## config.mk

```make
export PLATFORM = sky130hd
export DESIGN_NAME = wb_bridge_16to32
export DESIGN_NICKNAME = d
export VERILOG_FILES = /design/src/rtl/wb_bridge_16to32.sv
export SDC_FILE = /design/constraint.sdc
export NUM_CORES = 1
export LEC_CHECK = 0
export BUFFER_PORTS_ARGS = -buffer_cell sky130_fd_sc_hd__buf_2
export CORE_ASPECT_RATIO = 1.75
export CORE_UTILIZATION = 45
export DETAILED_ROUTE_END_ITERATION = 7
export GPL_ROUTABILITY_DRIVEN = 0
export HOLD_SLACK_MARGIN = 0.08
export PLACE_DENSITY = 0.67
export SLEW_MARGIN = 0
export SYNTH_ARGS = -nofsm -noshare
export SYNTH_HDL_FRONTEND = slang
export SYNTH_SLANG_ARGS = --single-unit
```

## constraint.sdc

```tcl
create_clock -name clk_i -period 13.1 [get_ports clk_i]
set_clock_uncertainty 0.05 [all_clocks]
set_input_delay 1.965 -clock clk_i [delete_from_list [all_inputs] [get_ports clk_i]]
set_output_delay 1.965 -clock clk_i [all_outputs]
set_load 0.02 [all_outputs]
```

## src/rtl/wb_bridge_16to32.sv

```systemverilog
// 16-bit big-endian Wishbone master to 32-bit word bus bridge with a one-word
// read line buffer and a slave timeout that converts a dead bus into s_err_o.
module wb_bridge_16to32 #(
    parameter bit BUF_EN  = 1'b1,
    parameter int TIMEOUT = 255
) (
    input  logic        clk_i,
    input  logic        rst_i,
    input  logic [31:0] s_adr_i,
    input  logic [15:0] s_dat_i,
    output logic [15:0] s_dat_o,
    input  logic [1:0]  s_sel_i,
    input  logic        s_we_i,
    input  logic        s_cyc_i,
    input  logic        s_stb_i,
    output logic        s_ack_o,
    output logic        s_err_o,
    input  logic        inval_i,
    output logic [31:0] m_adr_o,
    output logic [31:0] m_dat_o,
    input  logic [31:0] m_dat_i,
    output logic [3:0]  m_sel_o,
    output logic        m_we_o,
    output logic        m_cyc_o,
    output logic        m_stb_o,
    input  logic        m_ack_i,
    input  logic        m_err_i
);

    localparam logic [15:0] TMO_LAST = 16'(TIMEOUT - 1);

    typedef enum logic [1:0] {IDLE, BUS, RESP} state_t;

    state_t      state_reg, state_next;
    logic [31:1] adr_reg, adr_next;
    logic [3:0]  sel_reg, sel_next;
    logic        we_reg, we_next;
    logic [31:0] dat_reg, dat_next;
    logic [15:0] cnt_reg, cnt_next;
    logic        ack_reg, ack_next;
    logic        err_reg, err_next;
    logic [15:0] sdat_reg, sdat_next;
    logic [31:0] buf_data_reg, buf_data_next;
    logic [29:0] buf_tag_reg, buf_tag_next;
    logic        buf_valid_reg, buf_valid_next;

    logic [31:0] merged;
    logic [3:0]  lane_sel;
    logic        hit;
    logic        in_bus;
    logic        unused_adr_lsb;

    // Halfword 0 of a big-endian word lives in the upper 16 bits.
    function automatic logic [15:0] pick_half(input logic [31:0] w, input logic upper_adr);
        return upper_adr ? w[15:0] : w[31:16];
    endfunction

    assign unused_adr_lsb = s_adr_i[0];
    assign lane_sel = s_adr_i[1] ? {2'b00, s_sel_i} : {s_sel_i, 2'b00};
    assign hit = BUF_EN && !s_we_i && buf_valid_reg && (s_adr_i[31:2] == buf_tag_reg);

    // Write-through merge of the selected byte lanes into the buffered word.
    genvar gi;
    generate
        for (gi = 0; gi < 4; gi++) begin : g_merge
            assign merged[8*gi +: 8] = sel_reg[gi] ? dat_reg[8*gi +: 8] : buf_data_reg[8*gi +: 8];
        end
    endgenerate

    always_comb begin
        state_next     = state_reg;
        adr_next       = adr_reg;
        sel_next       = sel_reg;
        we_next        = we_reg;
        dat_next       = dat_reg;
        cnt_next       = cnt_reg;
        ack_next       = 1'b0;
        err_next       = 1'b0;
        sdat_next      = sdat_reg;
        buf_data_next  = buf_data_reg;
        buf_tag_next   = buf_tag_reg;
        buf_valid_next = buf_valid_reg;

        case (state_reg)
            IDLE: begin
                if (s_cyc_i && s_stb_i) begin
                    if (hit) begin
                        sdat_next  = pick_half(buf_data_reg, s_adr_i[1]);
                        ack_next   = 1'b1;
                        state_next = RESP;
                    end else begin
                        adr_next   = s_adr_i[31:1];
                        sel_next   = lane_sel;
                        we_next    = s_we_i;
                        dat_next   = {s_dat_i, s_dat_i};
                        cnt_next   = 16'd0;
                        state_next = BUS;
                    end
                end
            end
            BUS: begin
                // A slave response is honoured even if the core aborts the same
                // cycle, so a completed write still keeps the buffer coherent.
                if (m_err_i) begin
                    buf_valid_next = 1'b0;
                    err_next       = 1'b1;
                    state_next     = RESP;
                end else if (m_ack_i) begin
                    if (!we_reg) begin
                        buf_data_next  = m_dat_i;
                        buf_tag_next   = adr_reg[31:2];
                        buf_valid_next = BUF_EN;
                        sdat_next      = pick_half(m_dat_i, adr_reg[1]);
                    end else if (buf_valid_reg && (buf_tag_reg == adr_reg[31:2])) begin
                        buf_data_next = merged;
                    end
                    ack_next   = 1'b1;
                    state_next = RESP;
                end else if (cnt_reg == TMO_LAST) begin
                    buf_valid_next = 1'b0;
                    err_next       = 1'b1;
                    state_next     = RESP;
                end else if (!s_cyc_i) begin
                    state_next = IDLE;
                end else begin
                    cnt_next = cnt_reg + 16'd1;
                end
            end
            RESP: begin
                state_next = IDLE;
            end
            default: begin
                state_next = IDLE;
            end
        endcase

        if (inval_i) begin
            buf_valid_next = 1'b0;
        end
    end

    always_ff @(posedge clk_i or posedge rst_i) begin
        if (rst_i) begin
            state_reg     <= IDLE;
            adr_reg       <= '0;
            sel_reg       <= '0;
            we_reg        <= 1'b0;
            dat_reg       <= '0;
            cnt_reg       <= '0;
            ack_reg       <= 1'b0;
            err_reg       <= 1'b0;
            sdat_reg      <= '0;
            buf_data_reg  <= '0;
            buf_tag_reg   <= '0;
            buf_valid_reg <= 1'b0;
        end else begin
            state_reg     <= state_next;
            adr_reg       <= adr_next;
            sel_reg       <= sel_next;
            we_reg        <= we_next;
            dat_reg       <= dat_next;
            cnt_reg       <= cnt_next;
            ack_reg       <= ack_next;
            err_reg       <= err_next;
            sdat_reg      <= sdat_next;
            buf_data_reg  <= buf_data_next;
            buf_tag_reg   <= buf_tag_next;
            buf_valid_reg <= buf_valid_next;
        end
    end

    assign in_bus  = (state_reg == BUS);
    assign m_cyc_o = in_bus;
    assign m_stb_o = in_bus;
    assign m_we_o  = in_bus & we_reg;
    assign m_adr_o = in_bus ? {adr_reg[31:2], 2'b00} : 32'd0;
    assign m_sel_o = in_bus ? sel_reg : 4'd0;
    assign m_dat_o = in_bus ? dat_reg : 32'd0;
    assign s_ack_o = ack_reg;
    assign s_err_o = err_reg;
    assign s_dat_o = sdat_reg;

endmodule
```

==> results.json <==
{
  "status": "finished clean",
  "fin_crit_sh_pct": 35.2,
  "path_buf_inv": 3,
  "worstMarginPinSlew_ps": 1120,
  "cp.arrival_ps": 2600,
  "slew_headroom_pct": 25.0,
  "cpPeakStageDelay_ps": 500,
  "fin_setup_tns_ps": 0,
  "cts_resized": 0,
  "drv_slew": 0,
  "critPathKind": "reg -> out",
  "cts_sinks": 151,
  "synth_seq_cells": 151,
  "drt_pass1_iterations": 4,
  "cts_root_buf": "clkbuf_16",
  "wl_per_cell_um": 16.9,
  "antenna_found_initial": 0,
  "crit_path_top_delay_cell": "buf_4",
  "grt_pass1_vias": 6075,
  "fin_crit_ps": 4620,
  "finalSetupViolCount": 0,
  "clockBufferDepth": 2,
  "nets": 970,
  "cp_max_fo": 49,
  "grtUsageTotal_pct": 21.3,
  "cp-end-kind": "output pin",
  "synth.area.top_cells": "dfrtp_1 (46%), mux2_2 (13%), xor2_1 (6.1%)",
  "grt_pass1_wl_um": 31100,
  "synth_edf_count": 0,
  "rsz0062_at_grt": "no",
  "path_clk_slew_ps": 60,
  "synth_cell_type_count": 43,
  "maxCapViolCount": 0,
  "core_area_um2": 17600,
  "synthFlopType": "dfrtp_1",
  "htree_levels": 4,
  "vdd_drop_max_v": 0.0000950,
  "worstSkewPairLatency_ps": 420,
  "die_w_um": 104,
  "final_hold_viol_count": 0,
  "syn_inst": 733,
  "ant_nets": 0,
  "start_util_pct": 46.2,
  "initialDrtViolationCount": 166,
  "die-area_um2": 18700,
  "seq_area_um2": 3780,
  "n_antenna_cell": 0,
  "ctsHoldBuffers": 0,
  "synth_top_area_share_pct": 46.4,
  "crit_family": "buffers and inverters",
  "numCtsBuffers": 17,
  "ios": 179,
  "drive_gt1_share_pct": 39.2,
  "yosysTopAreaCell": "dfrtp_1",
  "cts_tree": "built",
  "fmax_mhz": 217,
  "grt-ovfl-total": 0,
  "netlist_area_um2": 8140,
  "grt_max_degree": 83,
  "port_buffers": 175,
  "final_common_cell": "buf_2",
  "p_total_uw": 1770,
  "avgViaCountPerCell": 5.20,
  "worstPathCellList": "nand2b_4, inv_2, buf_4, and2_1, buf_2",
  "min-delay-path-class": "reg -> reg",
  "seq_area_frac_synth_pct": 46.4,
  "async_flop_share_pct": 100,
  "wirelength_um": 19000,
  "fill_cells": 1611,
  "avgSynthCellArea_um2": 11.1,
  "start_kind": "register",
  "multi_input_comb_area_um2": 3920,
  "layout.cells.most_common_list": "buf_2 (175), dfrtp_1 (151), mux2_2 (94)",
  "required_ps": 11090,
  "cts_setup_buffers": 0,
  "p_leak_uw": 0.00489,
  "dp_hpwl_um": 13300,
  "die_y_um": 180,
  "num_vias": 5830,
  "largest_reg_flops": 32,
  "powerDensity_nw_per_um2": 183,
  "yosys_warnings": 0,
  "drc": 0,
  "num_rows": 64,
  "synthToLayoutAreaGrowth_pct": 18.5
}
[through the flow]
step	hold slack, ps	cells	area [um^2]	setup WS, ps	util [%]
after floorplan	410	734	8150	7020	-
after global placement	430	1090	9060	8050	51.4
after detailed placement	441	1090	9060	8030	51.4
after CTS	454	1122	9650	8460	54.8
after global routing	462	1122	9650	8350	54.8
final	453	1122	9650	8480	54.8
[area by class of cell]
class                      instances  area share, %
sequential                       151           39.2
multi-input combinational        488           40.6
clock buffer                      19           4.70
clock inverter                    13           1.37
tap                              231           3.00
inverter                          39           1.57
timing repair buffer             181           9.55
[path summary, 6_finish.rpt]
path / from / endpoint / slack [ps] / cells after the start
max in group asynchronous: rst_i / buf_data_reg[0] / 9970 / 3
setup / recovery: state_reg[1] / m_dat_o[17] / 8480 / 5
setup reg to reg: buf_tag_reg[24] / s_dat_o[0] / 9780 / 6
hold reg to reg: s_dat_o[7] / s_dat_o[7] / 450 / 1
min in group asynchronous: rst_i / adr_reg[30] / 1610 / 2
hold / removal: s_dat_o[7] / s_dat_o[7] / 450 / 1
[kinds of logic after synthesis]
group | Yosys count | synth area share (%)
buffers and inverters | 95 | 5.75
adder cells (fa/ha/maj) | 2 | 0.307
AND/OR/NAND/NOR | 177 | 12.2
flip-flops | 151 | 46.4
AO/OA/AOI/OAI | 102 | 7.67
multiplexers | 142 | 20.9
other | 1 | 0.0461
XOR/XNOR | 63 | 6.78
[layer usage]
layer / wire [um] / share of wire [%] / global-route usage (%) / vias up
li1: - / - / - / 2794
met1: 7540 / 40 / 23.6 / 2850
met2: 10200 / 54 / 39.5 / 163
met3: 906 / 4.8 / 4.93 / 23
met4: 315 / 1.7 / 7.20 / 0
met5: 0 / 0 / 0 / -
[power breakdown]
part	switching [uW]	internal [uW]
Sequential	132	626
Combinational	247	280
Clock	206	277
[cell usage after synthesis (all sizes together) (2+ instances only)]
cell and count:
xor2 57, buf 30, or4 2, o41ai 2, and2 55, and4 3, a21o 4, nor4 14
mux2 126, o21ai 49, xnor2 6, or3 9, o31a 2, nand2 50, a21oi 26, and3 3
clkbuf 26, ha 2, dfrtp 151, nand4 7, inv 39, nor2 12, nor3 7, o211a 16
nand3 8, mux2i 16, nand2b 4
Note: power is estimated with default switching activity, not from simulation.
